[config.mk]
export PLATFORM = sky130hd
export DESIGN_NAME = conv_window_gen
export DESIGN_NICKNAME = d
export VERILOG_FILES = /design/src/rtl/conv_window_gen.sv
export SDC_FILE = /design/constraint.sdc
export NUM_CORES = 1
export LEC_CHECK = 0
export CAP_MARGIN = 20
export CORE_MARGIN = 2
export CORE_UTILIZATION = 25
export DETAILED_ROUTE_END_ITERATION = 16
export GPL_ROUTABILITY_DRIVEN = 0
export HOLD_SLACK_MARGIN = 0.08
export SYNTH_ARGS = -nofsm -noshare
export SYNTH_HDL_FRONTEND = slang
export SYNTH_SLANG_ARGS = --single-unit
[constraint.sdc]
create_clock -name clk -period 3.3 [get_ports clk]
set_clock_uncertainty 0.15 [all_clocks]
set_input_delay 0.495 -clock clk [delete_from_list [all_inputs] [get_ports clk]]
set_output_delay 0.495 -clock clk [all_outputs]
set_load 0.1 [all_outputs]
[src/rtl/conv_window_gen.sv]
// ---------------------------------------------------------------------------
// conv_window_gen
//   Turns a raster-order pixel stream into 3x3 sliding windows for a
//   convolution stage. Two line buffers keep the previous two image rows.
//   Two column registers keep the last two columns of the window. Together
//   with the incoming pixel they form the full 3x3 neighbourhood. A window is
//   emitted for every accepted pixel whose row and column are both >= 2.
//
// Ports
//   clk       clock, all state changes on the rising edge
//   rst       synchronous active-high reset
//   s_valid   upstream pixel valid
//   s_ready   block can accept a pixel (= !m_valid | m_ready)
//   s_pixel   pixel value, raster order
//   s_sof     start of frame; the qualified pixel is treated as (0,0)
//   m_valid   window valid
//   m_ready   downstream accepts the window
//   m_window  3x3 window; slice k holds pixel (row+k/3, col+k%3), k=0 at LSB
//   m_row     feature-map row of the window (top-left pixel row)
//   m_col     feature-map column of the window (top-left pixel column)
//   m_last    final window of the frame
// ---------------------------------------------------------------------------
module conv_window_gen #(
  parameter int IMG_SIZE = 7,
  parameter int PIX_W    = 4
) (
  input  logic               clk,
  input  logic               rst,
  input  logic               s_valid,
  output logic               s_ready,
  input  logic [PIX_W-1:0]   s_pixel,
  input  logic               s_sof,
  output logic               m_valid,
  input  logic               m_ready,
  output logic [9*PIX_W-1:0] m_window,
  output logic [2:0]         m_row,
  output logic [2:0]         m_col,
  output logic               m_last
);

  localparam int CW = $clog2(IMG_SIZE);
  localparam logic [CW-1:0] LAST_POS = CW'(IMG_SIZE - 1);
  localparam logic [CW-1:0] TWO      = CW'(2);

  // Pixel position of the next accepted pixel.
  logic [CW-1:0] r, c;
  // Effective position of the pixel on the input this cycle (s_sof forces 0,0).
  logic [CW-1:0] pr, pc;

  // Line buffers indexed by column: lb0 holds row r-2, lb1 holds row r-1.
  logic [PIX_W-1:0] lb0 [IMG_SIZE];
  logic [PIX_W-1:0] lb1 [IMG_SIZE];

  // Older two window columns: a = column c-2, b = column c-1 (top/mid/bottom).
  logic [PIX_W-1:0] a_top, a_mid, a_bot;
  logic [PIX_W-1:0] b_top, b_mid, b_bot;

  logic             accept;
  logic             win_en;
  logic [PIX_W-1:0] top, mid;

  assign s_ready = !m_valid || m_ready;
  assign accept  = s_valid && s_ready;

  // NOTE: every signal assigned in always_comb gets a default first so that
  // no path leaves it unassigned and no latch is inferred.
  always_comb begin
    pr = r;
    pc = c;
    if (s_sof) begin
      pr = '0;
      pc = '0;
    end
  end

  assign top    = lb0[pc];
  assign mid    = lb1[pc];
  // Windows need two full rows and two full columns to the upper left. The
  // column registers refill completely at c=0..1 of every row, so data
  // from the previous row or frame is overwritten before it can be emitted.
  assign win_en = accept && (pr >= TWO) && (pc >= TWO);

  // NOTE: line buffers and column registers are deliberately not reset; they
  // are always rewritten by the current frame before any window uses them,
  // which keeps them plain RAM/flops without a reset network.
  always_ff @(posedge clk) begin
    if (accept) begin
      lb0[pc] <= mid;
      lb1[pc] <= s_pixel;
      a_top   <= b_top;
      a_mid   <= b_mid;
      a_bot   <= b_bot;
      b_top   <= top;
      b_mid   <= mid;
      b_bot   <= s_pixel;
    end
  end

  // NOTE: sequential state uses non-blocking assignments so every register
  // samples the pre-edge values, independent of statement order.
  always_ff @(posedge clk) begin
    if (rst) begin
      r        <= '0;
      c        <= '0;
      m_valid  <= 1'b0;
      m_window <= '0;
      m_row    <= '0;
      m_col    <= '0;
      m_last   <= 1'b0;
    end else begin
      if (accept) begin
        if (pc == LAST_POS) begin
          c <= '0;
          r <= (pr == LAST_POS) ? '0 : pr + 1'b1;
        end else begin
          c <= pc + 1'b1;
          r <= pr;
        end
      end

      if (win_en) begin
        m_valid  <= 1'b1;
        m_window <= {s_pixel, b_bot, a_bot,
                     mid,     b_mid, a_mid,
                     top,     b_top, a_top};
        m_row    <= 3'(pr - TWO);
        m_col    <= 3'(pc - TWO);
        m_last   <= (pr == LAST_POS) && (pc == LAST_POS);
      end else if (m_ready) begin
        m_valid  <= 1'b0;
      end
    end
  end

endmodule

Word-level counts from Yosys, hierarchy flattened

Memory sizes are Yosys's and may differ from the RTL's.
Index checks and enable logic that the tools add are counted.

Add/sub/neg operators: 4
Mux-type cells: 9
Equal/unequal tests: 2
Reductions and logical operators: 7
Magnitude comparators: 2

Operators by type and width:

| cell                  | count |
|---|---|
| $mux W3               | 5 |
| $add A3 B1 Y3 const B | 2 |
| $eq A3 B3 Y1 const B  | 2 |
| $ge A3 B2 Y1 const B  | 2 |
| $sub A3 B2 Y3 const B | 2 |
| $logic_and A1 B1 Y1   | 4 |
| $mux W1               | 4 |
| $reduce_bool A2 Y1    | 1 |
| $logic_not A1 Y1      | 1 |
| $logic_or A1 B1 Y1    | 1 |

Flip-flop bits (word level): 74
Memories: 2
Word-level logic and storage cells: 39
Bits in writable memories: 56

Memory list:

| name | words | width | read ports | clocked after Yosys merged registers in | wr ports | RTL line | source |
|---|---|---|---|---|---|---|---|
| lb0  | 7     | 4     | 1          | 0                                       | 1        | 51       | `logic [PIX_W-1:0] lb0 [IMG_SIZE];` |
| lb1  | 7     | 4     | 1          | 0                                       | 1        | 52       | `logic [PIX_W-1:0] lb1 [IMG_SIZE];` |

Depth between registers and ports, before layout

Gate-level depths: netlist (run 1).

Depth in word-level cells: 6
Mapped depth: 10
Gate-level depth less buffers: 7

Worst setup path before layout (run 1)

OpenSTA, ideal clock, no wires.

Path kind: reg-to-reg
Start: register m_valid
End: memory lb0[2][0] (enable)
Buffers on the path: 2
Clock period less this slack: 3616 ps
Data arrival time: 3134 ps
Required time: 2818 ps
Cell stages (with the launch flop): 7
Setup slack: -316 ps
Cell sequence: dfxtp_1 -> nand2b_1 -> clkbuf_1 -> nand2_1 -> clkbuf_1 -> inv_1 -> and3_1

Word-level cells in the longest chain between the ends: 5

Ends and longest elaborated chain:

| item                          | RTL line | source |
|---|---|---|
| start: declaration            | 33       | `output logic m_valid,` |
| start signal: assignment      | 105      | `m_valid <= 1'b0;` |
| start signal: assignment      | 122      | `m_valid <= 1'b1;` |
| start signal: assignment      | 130      | `m_valid <= 1'b0;` |
| $logic_not A1 Y1              | 62       | `assign s_ready = !m_valid \|\| m_ready;` |
| $logic_or A1 B1 Y1            | 62       |  |
| named net s_ready             | 30       | `output logic s_ready,` |
| $logic_and A1 B1 Y1           | 63       | `assign accept = s_valid && s_ready;` |
| named net accept              | 58       | `logic accept;` |
| $mux W1                       | 87       | `if (accept) begin` |
| $mux W1 (not written as such) | 88       | `lb0[pc] <= mid;` |
| end: declaration              | 51       |  |

The timed path passes the listed nets, and every way through them passes these cells.

Worst setup path after layout (run 1)

Start: input s_sof
End: register b_mid[2] (data pin)

Word-level cells in the longest chain between the ends: 2

Ends and longest elaborated chain:

| item                   | RTL line | source |
|---|---|---|
| start: declaration     | 32       | `input logic s_sof,` |
| $mux W3                | 70       | `if (s_sof) begin` |
| $mem_v2 Z7 W4          | -        |  |
| named net mid[2]       | 60       | `logic [PIX_W-1:0] top, mid;` |
| end signal: assignment | 94       | `b_mid <= mid;` |
| end: declaration       | 56       | `logic [PIX_W-1:0] b_top, b_mid, b_bot;` |

The timed path passes the listed nets, and every way through them passes these cells.
A chain may end at the register's enable or synchronous reset.

==> out/metrics.yaml, run 1 <==
run_status: "finished, final reports clean"
ws_path_type: "primary input to register"
finalWirelength_mm: 11.48
grt_setup_unrepaired: "false"
critPathLaunchType: "primary input"
holdWs_ns: 0.2962
met3_wirelength_um: 578
fillers: 2010
start_util: 0.2527
final_cell_count_no_fill: 750
synth_area_leaders: "sky130_fd_sc_hd__edfxtp_1 (47%), sky130_fd_sc_hd__dfxtp_1 (20%), sky130_fd_sc_hd__nand2_1 (6.0%)"
worstHoldEndpoint: "a_bot[3]$_DFFE_PP_"
h-tree-depth: 4
final_common_cell: "sky130_fd_sc_hd__nand2_1"
globalRoute.totalOverflow: 0
die-area_um2: 21410
groute.usage.overall: 0.1113
post-route-min-period_ns: 2.739
place_area_um2: 5776
met2_length_mm: 5.675
top_regs: "m_window: 36 flops, lb0: 28 flops, lb1: 28 flops"
syn_to_final_growth_pct: 27.06
worstHoldPathType: "register to register"
row_count: 52
die-width_um: 146.3
synthCells: 407
reg2reg_setup_slack_ns: 1.05
synth_top_cell_area_share: 0.4744
die_height_um: 146.3
register_bit_count_reported_by_yosys: 130
post-cts-setup-buffer-count: 0
io_pins: 54
synth_edf_count: 80
worst_slack_at_placement_ns: 0.1406
worst-path-max-fanout: 20
regMostFlops: "m_window"
worst_slew_margin_rel: 0.6409
clock_tree_from_tritoncts: "built"
cellLeakagePower_nw: 2.277
ctsRootBufferMaster: "sky130_fd_sc_hd__clkbuf_16"
clkTransAtPathRegs_ns: 0.05
wire_length_per_cell_after_detailed_routing_um: 15.30
layout-drive-gt1-share: 0.2354
cts.hold.buffers_added: 0
maxCapViolations: 0
final_clock_period_utilization_by_the_worst_path: 0.8299
synth_seq_area_share: 0.6721
power.internal_mw: 3.117
worstReg2RegStart: "c[2]$_SDFFE_PP0P_"
clock_power_share: 0.498
switching_power_share_of_the_total: 0.1991
p_total_mw: 3.892
final.setup.worst_slack_ns: 0.5613
wl_met1_mm: 4.954
post-route-cell-area_um2: 6434
clock_insertion_delay_at_the_later_pin_of_the_skew_report_ns: 0.41
highest_layer: "met4"
timing.critical_path.to_type: "register"
synth_cell_type_count: 38
global_route_wire_length_before_repair_mm: 17.97
mostFrequentLayoutCells: "sky130_fd_sc_hd__nand2_1 (81), sky130_fd_sc_hd__edfxtp_1 (80), sky130_fd_sc_hd__buf_4 (58)"
final_core_util: 0.3211
core-area_um2: 20040
setup-tns-final_ns: 0
power.density_cell_area_nw_per_um2: 605.0
ctsResizeCount: 0
viasPerCell: 4.383
initial_antenna_violation_count: 0
comb_power_share: 0.040
drc: 0
setup_viol_count_final: 0
synth-async-reset-ratio: 0
largest_reg_flops: 36
grt_pass1_vias: 3261
hold_viol: 0
detail_route.first_pass.iterations: 4
grt_start_max_net_pins: 35
ys.warnings.count: 0
synthesis.area_per_instance_um2: 12.44
worst-r2r-cell-count: 4
cts_sinks: 130
mappedNetlistArea_um2: 5064
cts_inserted_buffers: 17
syn-num-nets: 420
worstHoldPathCells: 0
via_count: 3287
cp_data_arrival_time_ns: 2.67
dr.first_iter.drc_count: 136
sequentialPowerShare: 0.461
count_of_antenna_diodes_in_the_layout: 0
r2r_end: "b_mid[2]$_DFFE_PP_"
synth_top_flop_cell: "sky130_fd_sc_hd__edfxtp_1"
design.final.nets: 480
drtAntennaViolNets: 0
detailed_placement_wirelength_estimate_mm: 7.801
cts-root-to-sink-buffers: 2
total_switching_power_uw: 775.0
peakVddDrop_uv: 392.3
place.detailed.instances: 717
maxClockFrequency_ghz: 0.3651
synth_top_area_cell: "sky130_fd_sc_hd__edfxtp_1"
pins_over_their_slew_limit: 0
crit_required_ns: 3.23
holdCritStartpoint: "b_bot[3]$_DFFE_PP_"
io_buffer_count: 53
max_slew.worst_pin.slew_ns: 0.5387
-- power by group through the flow --
stage	clock (mW)	combinational, mW	sequential, mW
finish	1.94	0.157	1.79
global route	2.05	0.173	1.80
CTS	1.97	0.147	1.80
detailed placement	0	0.146	1.84
global placement	0	0.143	1.83
floorplan	0	0.101	1.82
-- worst max path at each step --
stage                     cells past startpoint            startpoint                   to  slack (ns)
after floorplan                               6  m_valid$_SDFFE_PP0P_  lb0[2][0]$_DFFE_PP_        0.18
final                                         6                 s_sof   b_mid[2]$_DFFE_PP_        0.56
after detailed placement                      6                 s_sof  lb0[3][2]$_DFFE_PP_        0.14
after global routing                          6                 s_sof  lb0[2][1]$_DFFE_PP_        0.44
after CTS                                     6                 s_sof  lb0[0][1]$_DFFE_PP_        0.57
after global placement                        6                 s_sof  lb0[4][2]$_DFFE_PP_        0.22
-- metal layers --
metal,global-route usage,vias to the layer above
met5,0,-
met2,0.1847,82
met1,0.1302,1592
met4,0.05485,0
li1,-,1593
met3,0.03594,20
-- critical path, stage by stage --
cell and delay, ns:
sky130_fd_sc_hd__clkdlybuf4s50_1 0.64, sky130_fd_sc_hd__buf_4 0.32, sky130_fd_sc_hd__or3b_1 0.47, sky130_fd_sc_hd__o22ai_2 0.19, sky130_fd_sc_hd__a221oi_2 0.26, sky130_fd_sc_hd__nand2_1 0.29
-- synthesized netlist by cell type, types with 4 or more instances --
master                      n
sky130_fd_sc_hd__o22ai_1    4
sky130_fd_sc_hd__o21ai_0    9
sky130_fd_sc_hd__a311oi_2   5
sky130_fd_sc_hd__inv_1      9
sky130_fd_sc_hd__a21oi_1   44
sky130_fd_sc_hd__nor2_1    12
sky130_fd_sc_hd__clkbuf_1  10
sky130_fd_sc_hd__nand2b_1   6
sky130_fd_sc_hd__a22o_1     5
sky130_fd_sc_hd__dfxtp_1   50
sky130_fd_sc_hd__nand3_1    5
sky130_fd_sc_hd__and3_1     6
sky130_fd_sc_hd__nand2_1   81
sky130_fd_sc_hd__edfxtp_1  80
sky130_fd_sc_hd__a221oi_2   5
sky130_fd_sc_hd__o22ai_2    5
sky130_fd_sc_hd__mux2i_1   16
sky130_fd_sc_hd__buf_2     11
sky130_fd_sc_hd__ha_1       4
sky130_fd_sc_hd__nor3_1     7
-- cells by family (layout without fill, tap and decap cells) --
logic type | Yosys count | count (layout) | share of synthesized area
multiplexers | 16 | 16 | 0.03163
buffers and inverters | 35 | 108 | 0.03385
flip-flops | 130 | 130 | 0.6721
AO/OA/AOI/OAI | 86 | 86 | 0.1270
AND/OR/NAND/NOR | 136 | 136 | 0.1255
adder cells (fa/ha/maj) | 4 | 4 | 0.009884
-- area by class of cell --
type | count | area [um^2] | share of cell area
Clock inverter | 7 | 91.34 | 0.01420
Clock buffer | 25 | 539.3 | 0.08382
Sequential cell | 130 | 3403 | 0.5290
Multi-Input combinational cell | 242 | 1490 | 0.2316
Tap cell | 270 | 337.8 | 0.05251
Timing Repair Buffer | 67 | 538.0 | 0.08363
Inverter | 9 | 33.78 | 0.005251
No activity file was read; power rests on OpenSTA's default activity.
==> inputs of run 2 (changes only) <==
==> constraint.sdc (replaced) <==
create_clock -name clk -period 2.6 [get_ports clk]
set_clock_uncertainty 0.15 [all_clocks]
set_input_delay 0.39 -clock clk [delete_from_list [all_inputs] [get_ports clk]]
set_output_delay 0.39 -clock clk [all_outputs]
set_load 0.1 [all_outputs]
==> run 2 against run 1 <==
Against the previous run:
- global-route usage increased by 0.19 points
- register-to-register slack got worse by 0.74 ns
- combinational power increased by 40%
- final cell count increased by 1.9%
- first-iteration DRC count increased by 51%
- critical endpoint is now m_window[22]$_SDFFE_PP0P_
- critical path depth increased by 2
- wire length increased by 2.2%
- sequential power increased by 27%
- non-clock buffer count increased by 14
- utilization increased by 0.63 points
- die area unchanged
==> out/metrics.yaml, run 2 (synthesis results as in run 1) <==
critical-path-top-cell-by-count: "sky130_fd_sc_hd__inv_1"
cp_cell_sequence: "nor2b_1, inv_1, ha_1, inv_1, o2111a_2, buf_12, nor2_1, a311oi_2"
grt_start_max_net_pins: 35  # unchanged
design.final.nets: 494  # +2.9%
fillers: 2019  # +0.45%
seq_area_um2: 3407  # +0.11%
syn_to_final_growth_pct: 29.55
reg2reg_setup_slack_ns: 0.31  # -0.74 ns
worstHoldPathCells: 2  # +2
mostFrequentLayoutCells: "sky130_fd_sc_hd__nand2_1 (81), sky130_fd_sc_hd__edfxtp_1 (80), sky130_fd_sc_hd__buf_4 (69)"
wire_length_per_cell_after_detailed_routing_um: 15.36  # +0.37%
maxClockFrequency_ghz: 0.4370
clock_insertion_delay_at_the_later_pin_of_the_skew_report_ns: 0.41  # about the same
final_cell_count_no_fill: 764  # +1.9%
holdCritStartpoint: "rst"
worst-path-max-fanout: 16  # -20%
drc: 0  # unchanged
power.density_cell_area_nw_per_um2: 745.5  # +23%
multi_input_comb_area_um2: 1494  # +0.25%
io_buffer_count: 53  # unchanged
critPathLaunchType: "register"
setup-tns-final_ns: 0  # unchanged
detailed_placement_wirelength_estimate_mm: 8.145  # +4.4%
row_count: 52  # unchanged
pins_over_their_slew_limit: 0  # unchanged
ws_path_type: "register to register"
post-route-min-period_ns: 2.288
cts-root-to-sink-buffers: 2  # unchanged
core-area_um2: 20040  # unchanged
top_regs: "m_window: 36 flops, lb0: 28 flops, lb1: 28 flops"
worst_slew_margin_rel: 0.6777  # +0.03688
global_route_wire_length_before_repair_mm: 18.68  # +4.0%
dr.first_iter.drc_count: 205  # +51%
max_slew.worst_pin.slew_ns: 0.4827  # -0.05598 ns
largest_reg_flops: 36  # unchanged
cts_sinks: 130  # unchanged
place.detailed.instances: 732  # +2.1%
timing.critical_path.to_type: "register"
clock_tree_from_tritoncts: "built"
worst_path_max_delay_cell: "sky130_fd_sc_hd__dfxtp_1"
groute.usage.overall: 0.1132  # +0.001876
timing.critical_path.slowest_cell_delay_ns: 0.61  # -0.03 ns
final_clock_period_utilization_by_the_worst_path: 0.8801
initial_antenna_violation_count: 0  # unchanged
drtAntennaViolNets: 0  # unchanged
peakVddDrop_uv: 498.8  # +27%
die-area_um2: 21410  # unchanged
worstHoldEndpoint: "r[0]$_SDFFE_PP0P_"
globalRoute.totalOverflow: 0  # unchanged
worstReg2RegStart: "c[1]$_SDFFE_PP0P_"
grt_pass1_vias: 3308  # +1.4%
hold_viol: 0  # unchanged
crit_required_ns: 2.77  # -0.46 ns
cts_inserted_buffers: 17  # unchanged
die-width_um: 146.3  # unchanged
maxCapViolations: 0  # unchanged
via_count: 3314  # +0.82%
clkTransAtPathRegs_ns: 0.06  # about the same
regMostFlops: "m_window"
die_height_um: 146.3  # unchanged
layout-drive-gt1-share: 0.2692  # +0.03381
ctsResizeCount: 0  # unchanged
r2r_end: "m_window[22]$_SDFFE_PP0P_"
count_of_antenna_diodes_in_the_layout: 0  # unchanged
worst-r2r-cell-count: 8  # +4
cts.hold.buffers_added: 0  # unchanged
post-cts-setup-buffer-count: 0  # unchanged
cp_data_arrival_time_ns: 2.46  # -0.21 ns
worstHoldPathType: "primary input to register"
h-tree-depth: 4  # unchanged
cellLeakagePower_nw: 2.338  # +2.7%
detail_route.first_pass.iterations: 4  # unchanged
setup_viol_count_final: 0  # unchanged
run_status: "finished, final reports clean"
ctsRootBufferMaster: "sky130_fd_sc_hd__clkbuf_16"
finalWirelength_mm: 11.74  # +2.2%
io_pins: 54  # unchanged
grt_setup_unrepaired: "false"
viasPerCell: 4.338  # -1.0%
start_util: 0.2527  # unchanged
final_common_cell: "sky130_fd_sc_hd__nand2_1"
[run 2: changes by cell type in the layout (fill, tap and decap cells not counted), sizes merged]
cell / previous run / this run
buf: 60 / 74
inv: 9 / 11
clkbuf: 25 / 22
clkinv: 4 / 5
bufinv: 2 / 1
clkinvlp: 1 / 2
[run 2: worst max-delay path: cells and delay by family, from the launching register on]
family,cells,cell delay (ns)
DFF,1,0.61
AOI/OAI and AO/OA,2,0.55
adders and majority gates,1,0.19
buffers and inverters,3,0.36
and+or+nand+nor,2,0.32
[run 2: routing by layer]
metal | vias to the layer above | part of all wire | track usage
met4 | 0 | 0.010 | 0.03689
met3 | 9 | 0.051 | 0.03500
met2 | 84 | 0.49 | 0.1901
li1 | 1627 | - | -
met5 | - | 0 | 0
met1 | 1594 | 0.44 | 0.1391
[run 2: worst max path at each step]
stage | from | endpoint | depth (start not counted)
2_1_floorplan | m_valid$_SDFFE_PP0P_ | lb0[2][0]$_DFFE_PP_ | 6
3_3_place_gp | s_sof | m_window[9]$_SDFFE_PP0P_ | 8
3_5_place_dp | s_sof | m_window[9]$_SDFFE_PP0P_ | 8
4_1_cts | c[1]$_SDFFE_PP0P_ | m_window[22]$_SDFFE_PP0P_ | 8
5_1_grt | c[1]$_SDFFE_PP0P_ | m_col[1]$_SDFFE_PP0P_ | 8
6_report | c[1]$_SDFFE_PP0P_ | m_window[22]$_SDFFE_PP0P_ | 8
[run 2: stage by stage]
stage	worst slack, ns	area (um^2)	utilization	hold WS (ns)	power [mW]
floorplan	0.1699	5080	-	0.2762	2.438
global placement	0.08121	5949	0.2969	0.2834	2.536
detailed placement	0.03683	5949	0.2969	0.2813	2.542
CTS	0.2879	6560	0.3274	0.2653	4.930
global route	0.1392	6560	0.3274	0.2828	5.059
finish	0.3119	6560	0.3274	0.2792	4.890
[run 2: where the power goes]
group / switching [mW] / internal, mW
combinational: 0.136 / 0.0842
clock: 0.878 / 1.52
sequential: 0.0246 / 2.25
[run 2: cell type report]
| type | count | share of cell area |
|---|---|---|
| timing repair buffer | 81 | 0.1026 |
| inverter | 9 | 0.005722 |
| multi-input combinational | 242 | 0.2277 |
| tap | 270 | 0.05150 |
| clock inverter | 10 | 0.01411 |
| clock buffer | 22 | 0.07896 |
| sequential | 130 | 0.5194 |
